`src/rtl/noc_multi_port_connector_pkg.sv`:
```
// noc_multi_port_connector_pkg: shared widths and state encodings for the multi-port connector.
// Contents: Noc_Data_Width (default flit payload width), chk_state_t (per-channel
// packet checker states) and arb_state_t (output arbiter states).
package noc_multi_port_connector_pkg;
    localparam int Noc_Data_Width = 8;
    typedef enum logic {CHK_IDLE, CHK_IN_PKT} chk_state_t;
    typedef enum logic {ARB_SEL, ARB_LOCK} arb_state_t;
endpackage

```
`src/rtl/noc_multi_port_connector_if.sv`:
```
// noc_multi_port_connector_if: flit links of the connector, bundled as one interface.
// Signals: per-channel input link (in_valid, in_ready, in_flit, in_is_header, in_is_tail),
// single output link (out_valid, out_ready, out_flit, out_is_header, out_is_tail,
// out_src_ch) and the sticky per-channel proto_err flags.
// Modports: slave = connector side, master = injector/router side.
interface noc_multi_port_connector_if
    import noc_multi_port_connector_pkg::*;
#(
    parameter int NUM_CH = 4,
    parameter int DATA_W = Noc_Data_Width
);
    localparam int CH_W = $clog2(NUM_CH);
    logic [NUM_CH-1:0]        in_valid;
    logic [NUM_CH-1:0]        in_ready;
    logic [NUM_CH*DATA_W-1:0] in_flit;
    logic [NUM_CH-1:0]        in_is_header;
    logic [NUM_CH-1:0]        in_is_tail;
    logic                     out_valid;
    logic                     out_ready;
    logic [DATA_W-1:0]        out_flit;
    logic                     out_is_header;
    logic                     out_is_tail;
    logic [CH_W-1:0]          out_src_ch;
    logic [NUM_CH-1:0]        proto_err;
    modport slave (
        input  in_valid, in_flit, in_is_header, in_is_tail, out_ready,
        output in_ready, out_valid, out_flit, out_is_header, out_is_tail, out_src_ch, proto_err
    );
    modport master (
        output in_valid, in_flit, in_is_header, in_is_tail, out_ready,
        input  in_ready, out_valid, out_flit, out_is_header, out_is_tail, out_src_ch, proto_err
    );
endinterface

```
`src/rtl/noc_flit_fifo.sv`:
```
// noc_flit_fifo: synchronous FIFO for one channel's flits with count-based full/empty.
// Ports: noc_clk, rst (sync, active-high), push/wdata (write side, caller never pushes
// when full), pop/rdata (rdata is the head entry, caller never pops when empty),
// full, empty.
module noc_flit_fifo #(
    parameter int W     = 10,
    parameter int DEPTH = 4
) (
    input  logic         noc_clk,
    input  logic         rst,
    input  logic         push,
    input  logic [W-1:0] wdata,
    input  logic         pop,
    output logic [W-1:0] rdata,
    output logic         full,
    output logic         empty
);
    localparam int AW = $clog2(DEPTH);
    logic [W-1:0] mem [DEPTH];
    logic [AW-1:0] wr_ptr, rd_ptr;
    logic [AW:0] count;
    always_ff @(posedge noc_clk) begin
        if (rst) begin
            wr_ptr <= '0;
            rd_ptr <= '0;
            count  <= '0;
        end else begin
            wr_ptr <= wr_ptr + AW'(push);
            rd_ptr <= rd_ptr + AW'(pop);
            count  <= count + (AW+1)'(push) - (AW+1)'(pop);
        end
    end
    always_ff @(posedge noc_clk) begin
        if (push) mem[wr_ptr] <= wdata;
    end
    assign rdata = mem[rd_ptr];
    assign full  = count == (AW+1)'(DEPTH);
    assign empty = count == '0;
endmodule

```
`src/rtl/noc_multi_port_connector.sv`:
```
// noc_multi_port_connector: merges NUM_CH packet links onto one output, whole packets at a time.
// Ports: noc_clk (sole clock), rst (sync, active-high), bus (slave modport):
//   in_* per-channel flit links, out_* merged output link with out_src_ch naming the
//   source channel, proto_err sticky per-channel protocol-violation flags.
// Each channel has a flit FIFO fed through a header/tail checker; a packet-locked
// round-robin arbiter drains one FIFO until its tail flit leaves.
module noc_multi_port_connector
    import noc_multi_port_connector_pkg::*;
#(
    parameter int NUM_CH     = 4,
    parameter int DATA_W     = Noc_Data_Width,
    parameter int FIFO_DEPTH = 4
) (
    input logic noc_clk,
    input logic rst,
    noc_multi_port_connector_if.slave bus
);
    localparam int CH_W = $clog2(NUM_CH);
    localparam int W    = DATA_W + 2;
    logic [NUM_CH-1:0] full, empty, accept, write, viol, pop, err_q;
    logic [W-1:0] head [NUM_CH];
    logic [W-1:0] head_g;
    chk_state_t chk_q [NUM_CH];
    chk_state_t chk_d [NUM_CH];
    arb_state_t arb_q, arb_d;
    logic [CH_W-1:0] grant_q, last_q, sel, idx;
    logic found, out_v, pop_hs;

    // Ready depends only on registered occupancy, so a pop never frees a slot in the same cycle.
    assign bus.in_ready = rst ? '0 : ~full;
    assign accept       = bus.in_valid & bus.in_ready;

    // Idle channels only take headers; in-packet channels only take non-headers.
    always_comb begin
        write = '0;
        viol  = '0;
        for (int i = 0; i < NUM_CH; i++) begin
            write[i] = accept[i] && (chk_q[i] == CHK_IDLE ? bus.in_is_header[i] : !bus.in_is_header[i]);
            viol[i]  = accept[i] && !write[i];
            chk_d[i] = write[i] ? (bus.in_is_tail[i] ? CHK_IDLE : CHK_IN_PKT) : chk_q[i];
        end
    end

    for (genvar g = 0; g < NUM_CH; g++) begin : g_ch
        noc_flit_fifo #(.W(W), .DEPTH(FIFO_DEPTH)) u_fifo (
            .noc_clk (noc_clk),
            .rst     (rst),
            .push    (write[g]),
            .wdata   ({bus.in_is_header[g], bus.in_is_tail[g], bus.in_flit[g*DATA_W +: DATA_W]}),
            .pop     (pop[g]),
            .rdata   (head[g]),
            .full    (full[g]),
            .empty   (empty[g])
        );
    end

    // Scan from farthest to nearest so the last hit is the first channel after last_q.
    always_comb begin
        found = 1'b0;
        sel   = '0;
        idx   = '0;
        for (int k = NUM_CH; k >= 1; k--) begin
            idx = CH_W'((int'(last_q) + k) % NUM_CH);
            if (!empty[idx]) begin
                found = 1'b1;
                sel   = idx;
            end
        end
        head_g = head[grant_q];
        out_v  = !rst && arb_q == ARB_LOCK && !empty[grant_q];
        pop_hs = out_v && bus.out_ready;
        pop    = pop_hs ? NUM_CH'(1) << grant_q : '0;
        arb_d  = arb_q == ARB_SEL ? (found ? ARB_LOCK : ARB_SEL) : (pop_hs && head_g[W-2] ? ARB_SEL : ARB_LOCK);
    end

    always_ff @(posedge noc_clk) begin
        if (rst) begin
            arb_q   <= ARB_SEL;
            grant_q <= '0;
            last_q  <= CH_W'(NUM_CH - 1);
            err_q   <= '0;
            for (int i = 0; i < NUM_CH; i++) chk_q[i] <= CHK_IDLE;
        end else begin
            arb_q <= arb_d;
            err_q <= err_q | viol;
            for (int i = 0; i < NUM_CH; i++) chk_q[i] <= chk_d[i];
            if (arb_q == ARB_SEL && found) begin
                grant_q <= sel;
                last_q  <= sel;
            end
        end
    end

    assign bus.out_valid     = out_v;
    assign bus.out_flit      = out_v ? head_g[DATA_W-1:0] : '0;
    assign bus.out_is_header = out_v & head_g[W-1];
    assign bus.out_is_tail   = out_v & head_g[W-2];
    assign bus.out_src_ch    = rst ? '0 : grant_q;
    assign bus.proto_err     = rst ? '0 : err_q;
endmodule

```
`src/flat_wrapper.sv`:
```
// flat-port wrapper written by rule: the top's interface ports become plain ports
module noc_multi_port_connector_flat import noc_multi_port_connector_pkg::*;
#(
    parameter int NUM_CH     = 4,
    parameter int DATA_W     = Noc_Data_Width,
    parameter int FIFO_DEPTH = 4
)
  (noc_clk, rst, bus_in_valid, bus_in_flit, bus_in_is_header, bus_in_is_tail, bus_out_ready, bus_in_ready, bus_out_valid, bus_out_flit, bus_out_is_header, bus_out_is_tail, bus_out_src_ch, bus_proto_err);
  noc_multi_port_connector_if #(.NUM_CH(NUM_CH), .DATA_W(DATA_W)) bus_i ();
  input logic noc_clk;
  input logic rst;
  input wire logic [$bits(bus_i.in_valid)-1:0] bus_in_valid;
  input wire logic [$bits(bus_i.in_flit)-1:0] bus_in_flit;
  input wire logic [$bits(bus_i.in_is_header)-1:0] bus_in_is_header;
  input wire logic [$bits(bus_i.in_is_tail)-1:0] bus_in_is_tail;
  input wire logic [$bits(bus_i.out_ready)-1:0] bus_out_ready;
  output wire logic [$bits(bus_i.in_ready)-1:0] bus_in_ready;
  output wire logic [$bits(bus_i.out_valid)-1:0] bus_out_valid;
  output wire logic [$bits(bus_i.out_flit)-1:0] bus_out_flit;
  output wire logic [$bits(bus_i.out_is_header)-1:0] bus_out_is_header;
  output wire logic [$bits(bus_i.out_is_tail)-1:0] bus_out_is_tail;
  output wire logic [$bits(bus_i.out_src_ch)-1:0] bus_out_src_ch;
  output wire logic [$bits(bus_i.proto_err)-1:0] bus_proto_err;
  assign bus_i.in_valid = bus_in_valid;
  assign bus_i.in_flit = bus_in_flit;
  assign bus_i.in_is_header = bus_in_is_header;
  assign bus_i.in_is_tail = bus_in_is_tail;
  assign bus_i.out_ready = bus_out_ready;
  assign bus_in_ready = bus_i.in_ready;
  assign bus_out_valid = bus_i.out_valid;
  assign bus_out_flit = bus_i.out_flit;
  assign bus_out_is_header = bus_i.out_is_header;
  assign bus_out_is_tail = bus_i.out_is_tail;
  assign bus_out_src_ch = bus_i.out_src_ch;
  assign bus_proto_err = bus_i.proto_err;
  noc_multi_port_connector #(.NUM_CH(NUM_CH), .DATA_W(DATA_W), .FIFO_DEPTH(FIFO_DEPTH)) u_core (.noc_clk(noc_clk), .rst(rst), .bus(bus_i));
endmodule
```
`config.mk`:
```
export PLATFORM = sky130hd
export DESIGN_NAME = noc_multi_port_connector_flat
export DESIGN_NICKNAME = d
export VERILOG_FILES = /design/src/rtl/noc_multi_port_connector_pkg.sv /design/src/rtl/noc_multi_port_connector_if.sv /design/src/rtl/noc_flit_fifo.sv /design/src/rtl/noc_multi_port_connector.sv /design/src/flat_wrapper.sv
export SDC_FILE = /design/constraint.sdc
export NUM_CORES = 1
export LEC_CHECK = 0
export ABC_AREA = 1
export ABC_CLOCK_PERIOD_IN_PS = 2600
export CORE_MARGIN = 5
export CORE_UTILIZATION = 58
export CTS_CLUSTER_DIAMETER = 50
export DETAILED_ROUTE_END_ITERATION = 7
export HOLD_SLACK_MARGIN = 0.06
export PLACE_DENSITY = 0.78
export SETUP_SLACK_MARGIN = 0.4
export SYNTH_ARGS = -nofsm -noshare
export SYNTH_HDL_FRONTEND = slang
export SYNTH_SLANG_ARGS = --single-unit
```
`constraint.sdc`:
```
create_clock -name noc_clk -period 2.6 [get_ports noc_clk]
set_input_delay 0.39 -clock noc_clk [delete_from_list [all_inputs] [get_ports noc_clk]]
set_output_delay 0.39 -clock noc_clk [all_outputs]
set_load 0.02 [all_outputs]
```
# Yosys cells after proc, flatten, opt, wreduce, memory -nomap -nowiden
# Memories as Yosys holds them, arrays and structs flattened. A register that Yosys moved wholly into a read port is not among the register bits.
# Cells that the tools add are included.
[word_totals] register_bits=37 ramBits=164 inputBits=47 elab_cells=150 mem_count=5
[op_classes] n_addsub=20 magnitude_cmp=6 n_eq_ne=4 shifts=1 muxes=60 n_bitwise=11 n_reduce_logical=27
[memory_table] name="u_core.g_ch[0].u_fifo.mem" depth=4 width=10 rd=1 rd_ports_with_merged_regs=1 write_ports=1 line="noc_flit_fifo.sv:19" text="logic [W-1:0] mem [DEPTH];"
[memory_table] name="u_core.g_ch[1].u_fifo.mem" depth=4 width=10 rd=1 rd_ports_with_merged_regs=1 write_ports=1 line="noc_flit_fifo.sv:19"
[memory_table] name="u_core.g_ch[2].u_fifo.mem" depth=4 width=10 rd=1 rd_ports_with_merged_regs=1 write_ports=1 line="noc_flit_fifo.sv:19"
[memory_table] name="u_core.g_ch[3].u_fifo.mem" depth=4 width=10 rd=1 rd_ports_with_merged_regs=1 write_ports=1 line="noc_flit_fifo.sv:19"
[memory_table] name="u_core.chk_q" depth=4 width=1 rd=4 rd_ports_with_merged_regs=0 write_ports=4 line="noc_multi_port_connector.sv:23" text="chk_state_t chk_q [NUM_CH];"
[op_table] operator="2-to-1 mux 1 bit" n=39
[op_table] operator="binary-select mux 10 bit (select 2 bit)" n=1
[op_table] operator="2-to-1 mux 10 bit" n=2
[op_table] operator="2-to-1 mux 2 bit" n=9
[op_table] operator="adder 2 x 1 -> 2 bit" n=8
[op_table] operator="< comparator 2 x 3 -> 1 bit, second input constant" n=5
[op_table] operator="logical AND 1 bit" n=13
[op_table] operator="adder 3 x 1 -> 3 bit" n=4
[op_table] operator="== test 3 bit, second input constant" n=4
[op_table] operator="logical NOT 3 bit" n=4
[op_table] operator="2-to-1 mux 4 bit" n=3
[op_table] operator="subtractor 3 x 1 -> 3 bit" n=4
[op_table] operator="binary-select mux 1 bit (select 2 bit)" n=5
[op_table] operator="logical NOT 1 bit" n=10
[op_table] operator="2-to-1 mux 8 bit" n=1
[op_table] operator="adder 2 x 1 -> 2 bit, second input constant" n=2
[op_table] operator="adder 2 bit, second input constant" n=2
[op_table] operator="AND 4 bit" n=1
[op_table] operator="NOT 4 bit" n=1
[op_table] operator="OR 1 bit" n=4
[op_table] operator="OR 4 bit" n=1
[op_table] operator="left shift 1 x 2 -> 4 bit, first input constant" n=1
[op_table] operator="greater-or-equal comparator 3 bit, second input constant" n=1
[op_table] operator="NOT 2 -> 3 bit" n=1
[op_table] operator="other kinds (2)" n=3

# Longest topological paths before layout
# Gate-level depths: netlist (run 1).
[logic_depth] word_depth=9 depth_mapped=15 ltp_nobuf=15

# Cells and area by module
# A second synthesis (run 1) with hierarchy kept.
[hier_totals] hier_cells=845 area_unflattened_um2=8878.5
[by_module_without_submodules] mod="noc_flit_fifo" instances=4 cells_per_inst=161 area_each_um2=1914.3 seq_area_each_um2=1341.3
[by_module_without_submodules] mod="noc_multi_port_connector" instances=1 cells_per_inst=201 area_each_um2=1221.2 seq_area_each_um2=260.2

# Worst setup path after synthesis (run 1)
# OpenSTA, ideal clock, no wires.
[synth_path] kind="input to register" from="input port rst" to="memory u_core.g_ch[0].u_fifo.mem[0][0] (enable)" setup_ps=390 t_arrival_ps=2178 required_ps=2210 setup_slack_ps=32 stages=6 path_buffers=1 cell_sequence="clkbuf_1 -> a21oi_1 -> nand2_1 -> nor2_1 -> inv_1 -> nor3_1"
[synth_via] elab_chain_len=5
[synth_rtl] item="start: declaration" line="flat_wrapper.sv:11" text="input logic rst;"
[synth_rtl] item="2-to-1 mux 4 bit" line="noc_multi_port_connector.sv:30" text="assign bus.in_ready = rst ? '0 : ~full;"
[synth_rtl] item="via bus_in_ready[0]" line="flat_wrapper.sv:17" text="output wire logic [$bits(bus_i.in_ready)-1:0] bus_in_ready;"
[synth_rtl] item="AND 4 bit" line="noc_multi_port_connector.sv:31" text="assign accept = bus.in_valid & bus.in_ready;"
[synth_rtl] item="logical AND 1 bit" line="noc_multi_port_connector.sv:38" text="write[i] = accept[i] && (chk_q[i] == CHK_IDLE ? bus.in_is_header[i] : !bus.in_is_header[i]);"
[synth_rtl] item="via u_core.g_ch[0].u_fifo.push" line="noc_flit_fifo.sv:11" text="input logic push,"
[synth_rtl] item="2-to-1 mux 1 bit" line="noc_flit_fifo.sv:34" text="if (push) mem[wr_ptr] <= wdata;"
[synth_rtl] item="2-to-1 mux 1 bit (implied by the code)" line="noc_flit_fifo.sv:34"
[synth_rtl] item="end: declaration" line="noc_flit_fifo.sv:19"
# The timed path passes the listed nets, and every way through them passes these cells.

# Final worst setup path (run 1)
[layout_path] from="register u_core.g_ch[1].u_fifo.count[0]" to="register u_core.g_ch[1].u_fifo.count[2]"
[layout_via] elab_chain_len=8
[layout_rtl] item="start: declaration" line="noc_flit_fifo.sv:21" text="logic [AW:0] count;"
[layout_rtl] item="start signal: assignment" line="noc_flit_fifo.sv:30" text="count <= count + (AW+1)'(push) - (AW+1)'(pop);"
[layout_rtl] item="branches (longest 7 deep; another with adder 3 x 1 -> 3 bit)"
[layout_rtl] item="subtractor 3 x 1 -> 3 bit (*)" line="noc_flit_fifo.sv:30"
# Every way passes the cells marked *. The select of a mux whose other input is x is not followed.
# A chain may end at the register's enable or synchronous reset.

==> impl_metrics.tcl, run 1 <==
set metrics [dict create \
    synth_ff_type "edfxtp_1" \
    netlist.area_leader.share_pct 57.9 \
    tightest_slew_ns 0.499 \
    row_count 43 \
    synth-edff-count 160 \
    finalHoldViolations 0 \
    synthTopCellsByCount "160 x edfxtp_1, 122 x nor2_1, 86 x o21ai_0" \
    synth_cell_types 29 \
    core_sq_mm 0.0139 \
    place_hpwl_um 13400 \
    grt_overflow_total 0 \
    die-area_sq_mm 0.0168 \
    finalCritPeriodShare_pct 97.5 \
    peakVddDrop_v 0.000701 \
    maxCapViolations 0 \
    crit_fanout 2 \
    grt_pass1_vias 6559 \
    ctsLongestPathBuffers 3 \
    syn_area_sq_mm 0.00829 \
    grtUsageTotal_pct 25.6 \
    numCtsBuffers 21 \
    synthArstFlopShare_pct 0 \
    status "finished, final reports clean" \
    path_class "reg -> reg" \
    io_buffers 67 \
    path_cells "nor2_1, nand3_2, nand3_2, nor2_4, nand2_4, nor3_4, ha_4, inv_4, ha_4, inv_2, fa_2, xor2_1, o21ai_1, a21oi_1" \
    grt_pass1_wl_um 33600 \
    power_frac_seq_pct 43.5 \
    htreeDepth 1 \
    path_clk_slew_ns 0.07 \
    slowest_stage "dfxtp_1" \
    powerDensity_mw_per_mm2 753 \
    fillers 707 \
    grt_max_degree 38 \
    clkPwrFrac_pct 33.0 \
    cts.root.buffer_cell "clkbuf_16" \
    num_vias 6534 \
    power_mw 8.57 \
    firstDrtPassIters 5 \
    p_leak_nw 4.19 \
    internal-power_mw 6.04 \
    routedWlPerCell_um 21.6 \
    swShare_pct 29.6 \
    drc 0 \
    slowest_delay_ns 0.40 \
    drtAntennaViolNets 0 \
    fin_util_pct 81.7 \
    synth.avg_cell_area_sq_um 11.5 \
    vias_per_cell 6.01 \
    slew_headroom_pct 66.7 \
    syn_inst 723 \
    setup_viol 0 \
    critPathRequiredTime_ns 3.04 \
    yosys_warnings 0 \
    regArea_sq_mm 0.00567 \
    drt_wl_total_um 23500 \
    yosysMostFrequentCell "edfxtp_1" \
    switching_power_mw 2.53 \
    end_kind "flip-flop" \
    die_h_um 130 \
    seq_area_frac_synth_pct 67.8 \
    start_util_pct 59.5 \
    gp_congestion 0.848 \
    worstPathArrival_ns 2.97 \
    yosysTopAreaCell "edfxtp_1" \
    start_kind "flip-flop" \
    min_period_ns 2.54 \
    grt_antenna_before_repair 2 \
    die_width_um 130 \
    io_pins 68 \
    rsz0062_at_grt "true" \
    clock_latency_ns 0.51 \
    ys_seq_elements 201 \
    syn_to_final_growth_pct 37.2 \
    layout.nets 954 \
    synth_area_leaders "edfxtp_1 58%, dfxtp_1 9.9%, nor2_1 5.5%" \
    layout-drive-gt1-share_pct 32.3 \
    slew_violations 0 \
    antenna_cells 0 \
    drt_first_iter_violations 589 \
    syn_nets 784 \
    multi_input_area_sq_mm 0.00286 \
    cts_tree "yes" \
    cts.sink_count 201 \
    final.setup_skew_ns 0.0326 \
    fmax_mhz 394 \
    hold_path.class "reg -> reg" \
    p_comb_share_pct 23.4 \
]
logic make-up (layout without fill, tap and decap cells):
| logic type | count (synthesis) | in the layout | share of synthesized area [%] |
|---|---|---|---|
| AOI/OAI and AO/OA | 147 | 147 | 10.7 |
| xor gates and xnor gates | 16 | 16 | 1.69 |
| adders and majority gates | 14 | 14 | 2.47 |
| buffers and inverters | 92 | 277 | 4.31 |
| DFF | 201 | 201 | 67.8 |
| and+or+nand+nor | 253 | 253 | 13.0 |
per-layer routing:
metal	up-vias	GRT usage, %	wire, um
li1	2927	-	-
met1	3195	31.5	8650
met2	332	44.9	12000
met3	76	4.86	1800
met4	4	10.2	1010
met5	-	0	25
area by class of cell:
class	count	area share, %
clock buffers	26	4.87
clock inverters	12	0.792
inverters	59	2.34
multi-input cells	430	25.1
flip-flops and latches	201	49.8
well taps	180	1.98
repair buffers	180	15.1
sequential cells by signal (all words and copies together) (netlist names):
name	count
u_core.g_ch.u_fifo.rd_ptr	8
u_core.g_ch.u_fifo.count	12
u_core.arb_q	1
u_core.err_q	4
u_core.last_q	2
u_core.chk_q	4
u_core.g_ch.u_fifo.wr_ptr	8
u_core.grant_q	2
u_core.g_ch.u_fifo.mem	160
final timing paths:
| path | endpoint | cells past startpoint | slack, ns | start |
|---|---|---|---|---|
| worst max-delay path | u_core.g_ch[1].u_fifo.count[2]$_SDFF_PP0_ | 14 | 0.06 | u_core.g_ch[1].u_fifo.count[0]$_SDFF_PP0_ |
| worst min-delay path | u_core.g_ch[1].u_fifo.count[2]$_SDFF_PP0_ | 1 | 0.47 | u_core.g_ch[1].u_fifo.count[2]$_SDFF_PP0_ |
| worst max register to register | u_core.g_ch[1].u_fifo.count[2]$_SDFF_PP0_ | 14 | 0.06 | u_core.g_ch[1].u_fifo.count[0]$_SDFF_PP0_ |
| worst min register to register | u_core.g_ch[1].u_fifo.count[2]$_SDFF_PP0_ | 1 | 0.47 | u_core.g_ch[1].u_fifo.count[2]$_SDFF_PP0_ |
power groups by stage:
stage / sequential, mW / clock, mW / combinational [mW]
after global placement: 3.76 / 0 / 1.47
after floorplan: 3.73 / 0 / 0.955
after CTS: 3.71 / 2.83 / 1.72
final: 3.73 / 2.83 / 2.01
after global routing: 3.75 / 3.00 / 2.14
after detailed placement: 3.77 / 0 / 1.53
layout by cell type, fill, tap and decap left out, drive strengths merged, types with 3 or more instances in the layout:
| cell type | netlist | routed |
|---|---|---|
| a21oi | 19 | 19 |
| a31o | 4 | 4 |
| buf | 15 | 122 |
| clkbuf | 18 | 28 |
| clkdlybuf4s50 | 0 | 46 |
| clkinv | 0 | 8 |
| dfxtp | 41 | 41 |
| dlygate4sd2 | 0 | 10 |
| edfxtp | 160 | 160 |
| fa | 4 | 4 |
| ha | 10 | 10 |
| inv | 59 | 61 |
| nand2 | 66 | 66 |
| nand3 | 28 | 28 |
| nand4 | 12 | 12 |
| nor2 | 125 | 125 |
| nor3 | 18 | 18 |
| o21ai | 88 | 88 |
| o221ai | 36 | 36 |
| or2 | 3 | 3 |
| xnor2 | 11 | 11 |
| xor2 | 5 | 5 |
through the flow:
stage / area, sq um / TNS, ns / cells / setup slack (ns) / hold slack [ns]
after floorplan: 8420 / 0 / 723 / 0.256 / 0.439
after global placement: 9630 / -0.0883 / 997 / -0.0883 / 0.451
after detailed placement: 9630 / -0.976 / 997 / -0.173 / 0.463
after CTS: 10900 / 0 / 1068 / 0.255 / 0.469
after global routing: 11400 / 0 / 1088 / 0.0219 / 0.494
final: 11400 / 0 / 1088 / 0.0644 / 0.468
repair_timing:
action / CTS / global route
buffers inserted: 30 / 19
hold buffers: 0 / 0
setup endpoints to repair: 28 / 21
gates cloned: 3 / 1
pin swaps: 46 / 30
gates resized for setup: 195 / 85
worst max-delay path, delay by kind of cell, from the launching register on:
family / cells / cell delay (ns)
simple gates: 6 / 0.79
fa+ha+maj: 3 / 0.73
flops: 1 / 0.40
compound gates: 2 / 0.22
xor+xnor: 1 / 0.21
buf+inv: 2 / 0.10
Note: power is estimated with default switching activity, not from simulation.
==> run 2, diff against run 1 <==
--- a/config.mk
+++ b/config.mk
@@ -8,11 +8,11 @@
 export ABC_AREA = 1
 export ABC_CLOCK_PERIOD_IN_PS = 2600
 export CORE_MARGIN = 5
-export CORE_UTILIZATION = 58
+export CORE_UTILIZATION = 50
 export CTS_CLUSTER_DIAMETER = 50
 export DETAILED_ROUTE_END_ITERATION = 7
 export HOLD_SLACK_MARGIN = 0.06
-export PLACE_DENSITY = 0.78
+export PLACE_DENSITY = 0.68
 export SETUP_SLACK_MARGIN = 0.4
 export SYNTH_ARGS = -nofsm -noshare
 export SYNTH_HDL_FRONTEND = slang
==> impl_metrics.tcl, run 2 (synthesis gave the netlist of run 1 again) <==
set metrics [dict create \
    drt_wl_total_um 21500 \
    row_count 47 \
    clock_latency_ns 0.51 \
    slew_violations 0 \
    setup_viol 0 \
    min_path_cells 2 \
    grt_pass1_wl_um 32800 \
    firstDrtPassIters 7 \
    maxCapViolations 0 \
    fin_util_pct 69.8 \
    fmax_mhz 408 \
    cts.root.buffer_cell "clkbuf_16" \
    vias_per_cell 5.52 \
    detailed_place.area_sq_mm 0.00971 \
    io_pins 68 \
    ctsLongestPathBuffers 3 \
    start_util_pct 50.6 \
    final.setup_skew_ns 0.00970 \
    final_area_sq_mm 0.0114 \
    drc 0 \
    path_clk_slew_ns 0.06 \
    rsz0062_at_grt "true" \
    holdWs_ns 0.467 \
    hold_buffers 0 \
    core_sq_mm 0.0164 \
    grt_pass1_vias 6179 \
    routedWlPerCell_um 19.2 \
    finalCritPeriodShare_pct 94.2 \
    htreeDepth 1 \
    min_period_ns 2.45 \
    critPathRequiredTime_ns 2.99 \
    start_kind "flip-flop" \
    syn_to_final_growth_pct 38.0 \
    die-area_sq_mm 0.0193 \
    fin_cells 1121 \
    layout-drive-gt1-share_pct 32.1 \
    cts_tree "yes" \
    dp_cells 1039 \
    grtUsageTotal_pct 21.2 \
    layout.nets 945 \
    layout_commonest_cell "edfxtp_1" \
    hold_path.class "reg -> reg" \
    path_class "reg -> reg" \
    p_leak_nw 4.18 \
    tightest_slew_ns 0.493 \
    die_width_um 139 \
    die_h_um 139 \
    regMostFlops "u_core.g_ch.u_fifo.mem" \
    status "finished, final reports clean" \
    numCtsBuffers 23 \
    io_buffers 67 \
    power_mw 8.91 \
    num_vias 6192 \
    finalHoldViolations 0 \
    powerDensity_mw_per_mm2 778 \
    slew_headroom_pct 67.1 \
    gp_congestion 0.914 \
    grt_antenna_before_repair 0 \
    end_kind "flip-flop" \
    worstPathArrival_ns 2.84 \
    r2r_cells 15 \
    place_hpwl_um 13800 \
    peakVddDrop_v 0.000603 \
    largestRegisters "u_core.g_ch.u_fifo.mem (160), u_core.g_ch.u_fifo.count (12)" \
    drt_first_iter_violations 523 \
    drtAntennaViolNets 0 \
    crit_fanout 6 \
    grt_max_degree 38 \
    cts.sink_count 201 \
    final_cell_mix "160 x edfxtp_1, 110 x nor2_1, 79 x buf_4" \
    grt_overflow_total 0 \
    largest_reg_flops 160 \
    antenna_cells 0 \
]
run 2: cell count changes in the layout (fill, tap and decap cells not counted), sizes merged:
cell,previous run,this run
dlygate4sd2,10,8
clkbuf,28,32
inv,61,64
bufbuf,0,1
clkinvlp,1,2
clkdlybuf4s15,0,1
clkinv,8,6
buf,122,109
run 2: cell type report:
type / instances / area, sq um
sequential: 201 / 5670
fill: 1132 / 4960
multi-input combinational: 430 / 2870
timing repair buffer: 169 / 1610
clock buffer: 28 / 624
tap: 220 / 275
inverter: 59 / 267
clock inverter: 14 / 145
run 2: final timing paths:
check                                 startpoint                                        end  slack (ns)
hold reg to reg          u_core.arb_q$_SDFF_PP0_                    u_core.arb_q$_SDFF_PP0_        0.47
setup / recovery  u_core.grant_q[1]$_SDFFE_PP0P_  u_core.g_ch[3].u_fifo.count[1]$_SDFF_PP0_        0.15
setup reg to reg  u_core.grant_q[1]$_SDFFE_PP0P_  u_core.g_ch[3].u_fifo.count[1]$_SDFF_PP0_        0.15
hold / removal           u_core.arb_q$_SDFF_PP0_                    u_core.arb_q$_SDFF_PP0_        0.47
run 2: what timing repair did:
action / in CTS / in global routing
cloned: 2 / 3
resized for setup: 157 / 101
buffers inserted: 14 / 21
setup endpoints to repair: 28 / 58
pin swaps: 22 / 27
run 2: report_power, final:
part           leakage [nW]  switching [mW]  internal [mW]
clock                 0.376            1.33           1.86
sequential             1.79           0.130           3.60
combinational          2.02            1.16          0.822
total                  4.18            2.63           6.28
run 2: layer usage:
| metal | vias to the layer above | global-route usage, % | wire, um |
|---|---|---|---|
| li1 | 2916 | - | - |
| met1 | 2997 | 27.7 | 8510 |
| met2 | 230 | 36.8 | 11000 |
| met3 | 49 | 3.17 | 1350 |
| met4 | 0 | 6.54 | 617 |
| met5 | - | 0 | 0 |
run 2: per-stage QoR:
stage | worst slack [ns] | TNS, ns
global placement | -0.0940 | -0.114
finish | 0.150 | 0
detailed placement | -0.196 | -0.458
floorplan | 0.256 | 0
CTS | 0.191 | 0
global route | 0.0711 | 0
run 2: critical path, cell delays in order, from the launching register on:
cell and delay (ns):
dfxtp_4 0.43, nor2_4 0.07, nand3_2 0.09, nand3_2 0.10
nor2_4 0.13, nand2_4 0.09, buf_4 0.15, buf_6 0.11
nor2_4 0.11, inv_2 0.07, or2_4 0.25, nand2_4 0.07
ha_4 0.12, fa_2 0.43, inv_2 0.06, nor2_1 0.03
==> patch 1: new RTL, flow settings as in run 2 <==
`NUM_CH` is set to 4 in 3 places; all go to 8.
--- a/src/rtl/noc_multi_port_connector_if.sv
+++ b/src/rtl/noc_multi_port_connector_if.sv
@@ -7,5 +7,5 @@
     import noc_multi_port_connector_pkg::*;
 #(
-    parameter int NUM_CH = 4,
+    parameter int NUM_CH = 8,
     parameter int DATA_W = Noc_Data_Width
 );
--- a/src/rtl/noc_multi_port_connector.sv
+++ b/src/rtl/noc_multi_port_connector.sv
@@ -8,5 +8,5 @@
     import noc_multi_port_connector_pkg::*;
 #(
-    parameter int NUM_CH     = 4,
+    parameter int NUM_CH     = 8,
     parameter int DATA_W     = Noc_Data_Width,
     parameter int FIFO_DEPTH = 4
--- a/src/flat_wrapper.sv
+++ b/src/flat_wrapper.sv
@@ -2,5 +2,5 @@
 module noc_multi_port_connector_flat import noc_multi_port_connector_pkg::*;
 #(
-    parameter int NUM_CH     = 4,
+    parameter int NUM_CH     = 8,
     parameter int DATA_W     = Noc_Data_Width,
     parameter int FIFO_DEPTH = 4
Interface: changed (7 resized); port bits go from 68 to 121. No check against the original RTL was run, so the function may have changed too.
==> patch 1 against run 2 <==
The flow now finishes with violations (negative setup slack). Cell area increased by 110%. First-iteration DRC count increased by 110%. Maximum frequency decreased by 11%. Power increased by 110%. Routed wire length increased by 120%. Sequential cell count increased by 198. Synthesized area increased by 110%. Non-clock buffer count increased by 233. Worst setup slack got worse by 0.31 ns. Sequential share of layout area decreased by 2.1 points.
==> patch 1: results (changes against run 2) <==
cts_resized: 264  # +68%
crit_arrival_ns: 3.19  # +0.35 ns
irDropWorstVdd_mv: 0.718  # +19%
yosysUniqueCellTypes: 53  # +83%
crit_path_max_incr_delay_ns: 0.38  # -0.05 ns
worst-slew-pin-transition_ns: 0.602  # +0.108 ns
post_cts_buffers: 31  # +17
h-tree-depth: 2  # +1
min_to: "u_core.g_ch[6].u_fifo.wr_ptr[0]"
place_congestion: 0.901  # -1.5%
setup_ws_ns: -0.164  # -0.314 ns
reg2reg_from: "u_core.grant_q[0]"
hold_depth: 3  # +1
worst_hold_path_type: "primary input to flop"
violations: "negative setup slack"
setup_viol: 13  # +13
wl_per_cell_um: 19.9  # +3.5%
clk-insertion-delay-late_ns: 0.55  # +0.04 ns
grt.total_usage_pct: 24.3  # +3.1 points
synth_xor_area_share_pct: 1.74  # +0.046 points
place_area_um2: 20800  # +110%
grt_max_degree: 31  # -18%
outcome: "complete, but fails checks"
crit_family: "adder cells"
synthAdderAreaFrac_pct: 2.41  # -0.061 points
synth_compound_area_share_pct: 11.7  # +0.99 points
## patch 1: power by group
part           switching (mW)  internal [mW]
logic                    2.90           2.05
registers               0.159           7.11
clock network            2.59           4.09
total                    5.65           13.2
## patch 1: metal layers
metal	share of wire [%]	global-route usage, %
met1	41	32.9
met5	0	0
met3	6.6	3.79
met2	49	40.9
met4	2.9	7.50
## patch 1: worst max path at each step
| stage | start | end | slack [ns] | cells past startpoint |
|---|---|---|---|---|
| floorplan | u_core.grant_q[0] | u_core.g_ch[0].u_fifo.count[2] | -0.02 | 17 |
| global placement | u_core.g_ch[0].u_fifo.rd_ptr[0] | bus_out_flit[1] | -0.36 | 9 |
| detailed placement | u_core.g_ch[5].u_fifo.rd_ptr[0] | bus_out_flit[1] | -0.37 | 11 |
| CTS | u_core.g_ch[5].u_fifo.rd_ptr[0] | bus_out_flit[1] | -0.14 | 11 |
| global route | u_core.grant_q[0] | u_core.g_ch[0].u_fifo.count[2] | -0.27 | 18 |
| finish | u_core.grant_q[0] | u_core.g_ch[0].u_fifo.count[2] | -0.16 | 18 |
## patch 1: final cells by class
cell class	count	area [µm²]	share of cell area, %
sequential	399	11200	47.4
clock buffer	59	1270	5.36
clock inverter	25	325	1.37
inverter	113	458	1.93
timing repair inverter	1	7.51	0.0316
tap	448	561	2.36
timing repair buffer	402	3670	15.5
multi-input combinational	945	6190	26.1
## patch 1: per-stage QoR
step | std cells | power [mW] | setup WS [ns]
after global routing | 2392 | 19.7 | -0.273
after CTS | 2375 | 18.6 | -0.140
after detailed placement | 2258 | 11.6 | -0.372
final | 2392 | 18.9 | -0.164
after global placement | 2258 | 11.5 | -0.356
after floorplan | 1522 | 9.85 | -0.0165
==> patch 2: new RTL, config.mk and constraints of run 2 <==
Without the edit above. Make the reset (`rst`) asynchronous in 2 clocked blocks.
--- a/src/rtl/noc_flit_fifo.sv
+++ b/src/rtl/noc_flit_fifo.sv
@@ -20,5 +20,5 @@
     logic [AW-1:0] wr_ptr, rd_ptr;
     logic [AW:0] count;
-    always_ff @(posedge noc_clk) begin
+    always_ff @(posedge noc_clk or posedge rst) begin
         if (rst) begin
             wr_ptr <= '0;
--- a/src/rtl/noc_multi_port_connector.sv
+++ b/src/rtl/noc_multi_port_connector.sv
@@ -74,5 +74,5 @@
     end
 
-    always_ff @(posedge noc_clk) begin
+    always_ff @(posedge noc_clk or posedge rst) begin
         if (rst) begin
             arb_q   <= ARB_SEL;
Behaviour: no difference found for any inputs over 4 cycles, from zero or initial values and one cycle with rst high; that may be too few to reach the edited logic, so the function may still have changed.
==> patch 2 against run 2 <==
Routed wire length down 2.7%. First-iteration DRC count decreased by 21%. Synthesized cell count fell by 1.7%. Synthesized area increased by 1.1%. Worst setup slack better by 0.018 ns. Global-route usage increased by 0.12 points. Sequential cell count is the same. Cell area decreased by 2.2%. Highest routed layer unchanged. Clock skew rose by 0.0040 ns. Count of clock-buffer cells in the layout down 6.
Power is not compared: it rests on default switching activity, and its combinational part moved more than twofold at a synthesized area within 25%.
==> patch 2: results (changes against run 2) <==
postRouteWirelength_um: 20900  # -2.7%
grt_max_degree: 42  # +11%
grtUsageMet2_pct: 38.0  # +1.2 points
place_inst: 1025  # -1.3%
outcome: "finished clean"
place_congestion: 0.864  # -5.5%
dr.pass1.iters: 6  # -1
yosysSeqAreaShare_pct: 69.6  # +1.7 points
synth_area_leaders: "edfxtp_1 (57%), dfrtp_1 (12%), o21ai_0 (6.9%)"
stdcell_count: 1091  # -2.7%
nets: 914  # -3.3%
drt-met1-wl_um: 8250  # -3.1%
reg2reg_from: "u_core.grant_q[0]"
layout-drive-gt1-share_pct: 26.8  # -5.3 points
wl_met2_um: 10900  # -1.2%
use_met1_pct: 26.1  # -1.5 points
grt_pass1_wl_um: 32700  # -0.46%
crit_arrival_ns: 2.04  # -0.80 ns
seqCellArea_um2: 5840  # +3.0%
place_ws_ns: -0.0167  # +0.179 ns
first_iter_violations: 415  # -21%
place_area_um2: 9910  # +2.0%
met3_length_um: 1050  # -22%
post_cts_buffers: 13  # -1
skew_ns: 0.0137  # +0.00403 ns
ys_top_cells_by_count: "edfxtp_1 (160), nor2_1 (135), o21ai_0 (115), nand2_1 (48), inv_1 (44)"
patch 2: changes by cell type after synthesis, moves of 12 or more:
cell      delta
a21oi_1     -15
dfrtp_1     +39
dfxtp_1     -41
inv_1       -12
nand2_1     -16
nor2_1      +13
o21ai_0     +29
o221ai_1    -27
patch 2: final timing paths:
check / to / slack [ns] / depth (start not counted)
max: bus_out_is_tail / 0.17 / 9
min: u_core.g_ch[2].u_fifo.count[1] / 0.45 / 3
max reg2reg: u_core.g_ch[0].u_fifo.count[2] / 0.17 / 13
min reg2reg: u_core.err_q[3] / 0.45 / 2
max in group asynchronous: u_core.g_ch[0].u_fifo.rd_ptr[0] / 1.74 / 3
min in group noc_clk: u_core.err_q[3] / 0.45 / 2
patch 2: final cells by class:
type	count	area share, %
Inverter	45	1.62
Multi-Input combinational cell	436	24.2
Timing Repair Buffer	148	12.8
Clock buffer	22	4.92
Clock inverter	18	1.80
Timing Repair inverter	1	0.0670
Tap cell	220	2.46
Sequential cell	201	52.1
